--- src/rtl/pe_cell_if.sv ---
// Data and select bundle for one systolic PE cell.
// The master drives the cell inputs; the slave side is the cell itself.
interface pe_cell_if #(
  parameter int DATA_WIDTH = 16
);
  logic [DATA_WIDTH-1:0] icur;
  logic [DATA_WIDTH-1:0] ibias;
  logic [DATA_WIDTH-1:0] ileft;
  logic [DATA_WIDTH-1:0] iright;
  logic [DATA_WIDTH-1:0] infifo;
  logic [DATA_WIDTH-1:0] ocur;
  logic [DATA_WIDTH-1:0] opfifo;
  logic [DATA_WIDTH-1:0] oright;
  logic [DATA_WIDTH-1:0] oleft;
  logic [DATA_WIDTH-1:0] onfifo;
  logic                  sel0;
  logic                  sel1;
  logic                  sel2;
  logic                  sel3;
  logic                  sel4;
  logic                  sel5;

  modport master (
    output icur, ibias, ileft, iright, infifo,
    output sel0, sel1, sel2, sel3, sel4, sel5,
    input  ocur, opfifo, oright, oleft, onfifo
  );

  modport slave (
    input  icur, ibias, ileft, iright, infifo,
    input  sel0, sel1, sel2, sel3, sel4, sel5,
    output ocur, opfifo, oright, oleft, onfifo
  );
endinterface

--- src/rtl/pe_cell.sv ---
// One processing element of a linear systolic array: registers a saturated
// 3-point neighbourhood sum plus bias and forwards its own sample to neighbours.
module pe_cell #(
  parameter int DATA_WIDTH = 16
) (
  input logic     clk,
  input logic     rst,
  pe_cell_if.slave bus
);
  localparam int SW = DATA_WIDTH + 2;

  logic [DATA_WIDTH-1:0] ocur_q, ocur_d;
  logic [DATA_WIDTH-1:0] opfifo_q, opfifo_d;
  logic [DATA_WIDTH-1:0] oright_q, oright_d;
  logic [DATA_WIDTH-1:0] oleft_q, oleft_d;
  logic [DATA_WIDTH-1:0] onfifo_q, onfifo_d;

  logic [DATA_WIDTH-1:0] leftOp;
  logic [DATA_WIDTH-1:0] rightOp;
  logic [SW-1:0]         sumWide;
  logic [DATA_WIDTH-1:0] sumSat;

  function automatic logic [SW-1:0] sext(input logic [DATA_WIDTH-1:0] v);
    return {{2{v[DATA_WIDTH-1]}}, v};
  endfunction

  // Four DATA_WIDTH operands always fit in DATA_WIDTH+2 bits, so overflow of
  // the narrow result shows up as the top three bits disagreeing.
  always_comb begin
    leftOp  = bus.sel2 ? bus.infifo : bus.ileft;
    rightOp = bus.sel5 ? '0 : bus.iright;
    sumWide = sext(leftOp) + sext(bus.icur) + sext(rightOp) + sext(bus.ibias);
    sumSat  = sumWide[DATA_WIDTH-1:0];
    if (!sumWide[SW-1] && (sumWide[SW-2:DATA_WIDTH-1] != 2'b00)) begin
      sumSat = {1'b0, {(DATA_WIDTH-1){1'b1}}};
    end else if (sumWide[SW-1] && (sumWide[SW-2:DATA_WIDTH-1] != 2'b11)) begin
      sumSat = {1'b1, {(DATA_WIDTH-1){1'b0}}};
    end
  end

  always_comb begin
    ocur_d   = ocur_q;
    opfifo_d = '0;
    oright_d = bus.icur;
    oleft_d  = bus.icur;
    onfifo_d = bus.sel3 ? bus.icur : '0;
    if (bus.sel0) begin
      ocur_d = sumSat;
    end
    if (bus.sel1) begin
      opfifo_d = bus.sel0 ? sumSat : opfifo_q;
    end
    if (bus.sel4) begin
      oleft_d = bus.sel0 ? sumSat : ocur_q;
    end
  end

  always_ff @(posedge clk) begin
    if (rst) begin
      ocur_q   <= '0;
      opfifo_q <= '0;
      oright_q <= '0;
      oleft_q  <= '0;
      onfifo_q <= '0;
    end else begin
      ocur_q   <= ocur_d;
      opfifo_q <= opfifo_d;
      oright_q <= oright_d;
      oleft_q  <= oleft_d;
      onfifo_q <= onfifo_d;
    end
  end

  assign bus.ocur   = ocur_q;
  assign bus.opfifo = opfifo_q;
  assign bus.oright = oright_q;
  assign bus.oleft  = oleft_q;
  assign bus.onfifo = onfifo_q;
endmodule

--- src/flat_wrapper.sv ---
// flat-port wrapper written by rule: the top's interface ports become plain ports
module pe_cell_flat 
#(
  parameter int DATA_WIDTH = 16
)
  (clk, rst, bus_icur, bus_ibias, bus_ileft, bus_iright, bus_infifo, bus_sel0, bus_sel1, bus_sel2, bus_sel3, bus_sel4, bus_sel5, bus_ocur, bus_opfifo, bus_oright, bus_oleft, bus_onfifo);
  pe_cell_if #(.DATA_WIDTH(DATA_WIDTH)) bus_i ();
  input logic clk;
  input logic rst;
  input wire logic [$bits(bus_i.icur)-1:0] bus_icur;
  input wire logic [$bits(bus_i.ibias)-1:0] bus_ibias;
  input wire logic [$bits(bus_i.ileft)-1:0] bus_ileft;
  input wire logic [$bits(bus_i.iright)-1:0] bus_iright;
  input wire logic [$bits(bus_i.infifo)-1:0] bus_infifo;
  input wire logic [$bits(bus_i.sel0)-1:0] bus_sel0;
  input wire logic [$bits(bus_i.sel1)-1:0] bus_sel1;
  input wire logic [$bits(bus_i.sel2)-1:0] bus_sel2;
  input wire logic [$bits(bus_i.sel3)-1:0] bus_sel3;
  input wire logic [$bits(bus_i.sel4)-1:0] bus_sel4;
  input wire logic [$bits(bus_i.sel5)-1:0] bus_sel5;
  output wire logic [$bits(bus_i.ocur)-1:0] bus_ocur;
  output wire logic [$bits(bus_i.opfifo)-1:0] bus_opfifo;
  output wire logic [$bits(bus_i.oright)-1:0] bus_oright;
  output wire logic [$bits(bus_i.oleft)-1:0] bus_oleft;
  output wire logic [$bits(bus_i.onfifo)-1:0] bus_onfifo;
  assign bus_i.icur = bus_icur;
  assign bus_i.ibias = bus_ibias;
  assign bus_i.ileft = bus_ileft;
  assign bus_i.iright = bus_iright;
  assign bus_i.infifo = bus_infifo;
  assign bus_i.sel0 = bus_sel0;
  assign bus_i.sel1 = bus_sel1;
  assign bus_i.sel2 = bus_sel2;
  assign bus_i.sel3 = bus_sel3;
  assign bus_i.sel4 = bus_sel4;
  assign bus_i.sel5 = bus_sel5;
  assign bus_ocur = bus_i.ocur;
  assign bus_opfifo = bus_i.opfifo;
  assign bus_oright = bus_i.oright;
  assign bus_oleft = bus_i.oleft;
  assign bus_onfifo = bus_i.onfifo;
  pe_cell #(.DATA_WIDTH(DATA_WIDTH)) u_core (.clk(clk), .rst(rst), .bus(bus_i));
endmodule
--- config.mk ---
export PLATFORM = sky130hd
export DESIGN_NAME = pe_cell_flat
export DESIGN_NICKNAME = d
export VERILOG_FILES = /design/src/rtl/pe_cell_if.sv /design/src/rtl/pe_cell.sv /design/src/flat_wrapper.sv
export SDC_FILE = /design/constraint.sdc
export NUM_CORES = 1
export LEC_CHECK = 0
export CORE_ASPECT_RATIO = 0.6
export CORE_MARGIN = 2
export CORE_UTILIZATION = 50
export CTS_BUF_LIST = sky130_fd_sc_hd__clkbuf_4
export CTS_CLUSTER_SIZE = 14
export DETAILED_ROUTE_END_ITERATION = 8
export PLACE_DENSITY = 0.85
export SLEW_MARGIN = 40
export SYNTH_ARGS = -nofsm -noshare
export SYNTH_HDL_FRONTEND = slang
export SYNTH_SLANG_ARGS = --single-unit
--- constraint.sdc ---
create_clock -name clk -period 13.42 [get_ports clk]
set_input_delay 1.342 -clock clk [delete_from_list [all_inputs] [get_ports clk]]
set_output_delay 1.342 -clock clk [all_outputs]
set_load 0.02 [all_outputs]
==> metrics.cfg <==
[pwr]
comb_power_share=0.647
clkPwrFrac=0.120
switching_share=0.462
seq_power_share=0.232
p_sw_mw=0.624
leakagePower_nw=2.92
p_int_mw=0.727
p_per_area_mw_per_mm2=189
ir_drop_mv=0.118

[layout]
drive_gt1_frac=0.0823
n_antenna_cell=0
area.growth.synth_to_final_pct=35.3
fillers=801
seq_area_mm2=0.00160
nNetsFinal=887
multiInputGateArea_mm2=0.00333

[global_routing]
grt_antenna_before_repair=0
grt_pass1_vias=4630
grt_max_degree=51
grt_first_pass_wirelength_um=24300
grt.overflow.total=0
grt_usage=0.275

[detailed_routing]
dr.pass1.iters=5
wl_per_cell_um=17.0
via_per_inst=5.48
wirelength_um=15200
vias=4887
drc_errors=0
antenna_left=0
dr.first_iter.drc_count=425

[clocking]
cts_made_buffers=9
ctsResizeCount=0
post_cts_buffers=0
path_clk_slew_ns=0.13
cts_root_buf=clkbuf_4
htree_levels=3
holdBufCountCts=0
clock-sinks=80
cts_tree=yes
clkLatencyLatePin_ns=0.43
clock_path_buffers=2

[timing]
fin_crit_ns=7.53
setup_tns_ns=0
finalCritPeriodShare=0.561
timing.hold.ws_ns=0.503
rsz0062_at_grt=no
hold_viol=0
max_freq_ghz=0.133
setup_viol=0
slew_headroom=0.452
skew_ns=0.0122
drv_slew=0
worst_slew_pin_slew_ns=0.819

[yosys]
synth_area_mm2=0.00529
seq_area_frac_synth=0.303
synthCells=597
synth_edf_count=0
synth.avg_cell_area_um2=8.86
async_flop_share=0
synth_seq_cells=80
synth.net_count=736
synth.distinct_cells=68
synth_ff_type=dfxtp_1
synth-warning-count=0

[floorplan]
die-area_mm2=0.0114
pin_count=168
dieHeight_um=83.7
row_count=29
coreArea_mm2=0.0104
start_util=0.508
die_x_um=137

[setup_path]
worstPathRequired_ns=13.76
arrival_ns=7.88
start_kind=primary input
crit_type=in2reg
end_kind=flop
critPathMaxFanout=21

[place]
portBuffers=167
place.gp.congestion=0.990
dpl.hpwl_um=12500

[flow_run]
max_cap_viol_count=0

[worst_hold_path]
holdCritPathClass=reg2reg

[run_status]
outcome=finished clean

## power groups by stage
stage	clock [mW]	sequential [mW]	combinational, mW
floorplan	0	0.373	0.564
global placement	0	0.317	0.847
detailed placement	0	0.318	0.862
CTS	0.164	0.313	0.866
global route	0.175	0.318	0.951
finish	0.163	0.313	0.874
## logic make-up (layout without fill, tap and decap cells)
family          after synthesis  count (layout)  synth area share
simple gates                190             190             0.189
xor+xnor                     26              26            0.0431
mux                          19              19            0.0407
buf+inv                      88             244            0.0684
compound gates              143             143             0.208
flops                        80              80             0.303
fa+ha+maj                    51              51             0.148
## cells in the final DEF, fill, tap and decap left out, types with 13 or more instances in the layout
master	count
a21oi_1	26
a31oi_1	25
and2_1	16
clkdlybuf4s50_1	164
dfxtp_1	80
fa_1	19
ha_1	32
inv_1	60
mux2_2	17
nand2_1	47
nand2b_1	27
nor2_1	35
nor2b_1	21
nor3_1	13
o21ai_0	16
xor2_1	14
## cells in the mapped netlist, types with 3 or more instances
master    instances  area [um2]
nand2b_1         27         169
xnor2_1          12         105
a31oi_1          25         156
and2_1           16         100
inv_1            60         225
o21ai_1           5        25.0
nor2_1           35         131
nand3_1           9        45.0
a211oi_1         10        75.1
o211ai_1          5        37.5
and3_1            3        18.8
buf_2             4        20.0
o21bai_1          5        37.5
mux2_2           17         191
clkbuf_1         14        52.6
dfxtp_1          80        1600
o211a_1           3        30.0
ha_1             32         400
nor2b_1          22         138
buf_1             5        18.8
a21oi_1          26         130
buf_6             3        33.8
o21ai_0          16        80.1
nand2_1          47         176
a41oi_1           4        35.0
o21ai_2           3        26.3
a211oi_2          6        75.1
fa_1             19         380
or3_1             3        18.8
o21a_1            6        45.0
a21o_1            4        30.0
nor3_1           13        65.1
xor2_1           14         123
## through the flow
stage / area (um2) / cells / util / setup WS [ns] / power (mW)
after floorplan: 5290 / 597 / - / 7.04 / 0.937
after global placement: 7000 / 876 / 0.672 / 5.76 / 1.16
after detailed placement: 6990 / 876 / 0.672 / 5.53 / 1.18
after CTS: 7160 / 892 / 0.687 / 5.95 / 1.34
after global routing: 7150 / 892 / 0.687 / 5.45 / 1.44
final: 7150 / 892 / 0.687 / 5.89 / 1.35
## worst paths after layout
kind / startpoint / endpoint / slack (ns) / cells past startpoint
worst max-delay path: bus_sel2 / u_core.bus.oleft[5]$_SDFF_PP0_ / 5.89 / 23
worst min-delay path: u_core.bus.opfifo[4]$_SDFFE_PP0P_ / u_core.bus.opfifo[4]$_SDFFE_PP0P_ / 0.50 / 2
worst max register to register: u_core.bus.ocur[11]$_SDFF_PP0_ / u_core.bus.oleft[11]$_SDFF_PP0_ / 12.39 / 3
worst min register to register: u_core.bus.opfifo[4]$_SDFFE_PP0P_ / u_core.bus.opfifo[4]$_SDFFE_PP0P_ / 0.50 / 2
## worst max-delay path, stage by stage
cell,delay (ns)
clkdlybuf4s50_1,1.00
mux2_2,0.43
ha_1,0.23
inv_1,0.08
fa_1,0.20
nor2b_1,0.06
o21a_1,0.18
o21ai_0,0.28
a21o_1,0.19
a21oi_1,0.09
nor3_1,0.28
nor4b_1,0.10
a211oi_1,0.37
fa_1,0.52
ha_1,0.40
nand2b_1,0.13
o21bai_1,0.16
a211oi_2,0.11
nor3_2,0.37
nand2_4,0.19
o21ai_2,0.67
o221ai_2,0.23
a22o_1,0.26
## state kept, by name, indices dropped and copies added (netlist names)
name and count:
u_core.bus.oright 16, u_core.bus.onfifo 16, u_core.bus.ocur 16, u_core.bus.oleft 16
u_core.bus.opfifo 16
## layer usage
layer | global-route usage | wire length, um
met5 | 0 | 0
met4 | 0.0675 | 219
met3 | 0.0395 | 1300
met2 | 0.418 | 6660
met1 | 0.409 | 7010
## area by class of cell
class	instances	area share
clock buffers	9	0.00944
clock inverters	7	0.0133
inverters	61	0.0320
multi-input cells	429	0.465
flip-flops and latches	80	0.224
well taps	139	0.0243
repair buffers	167	0.232
Power figures use the tool's default switching activity.
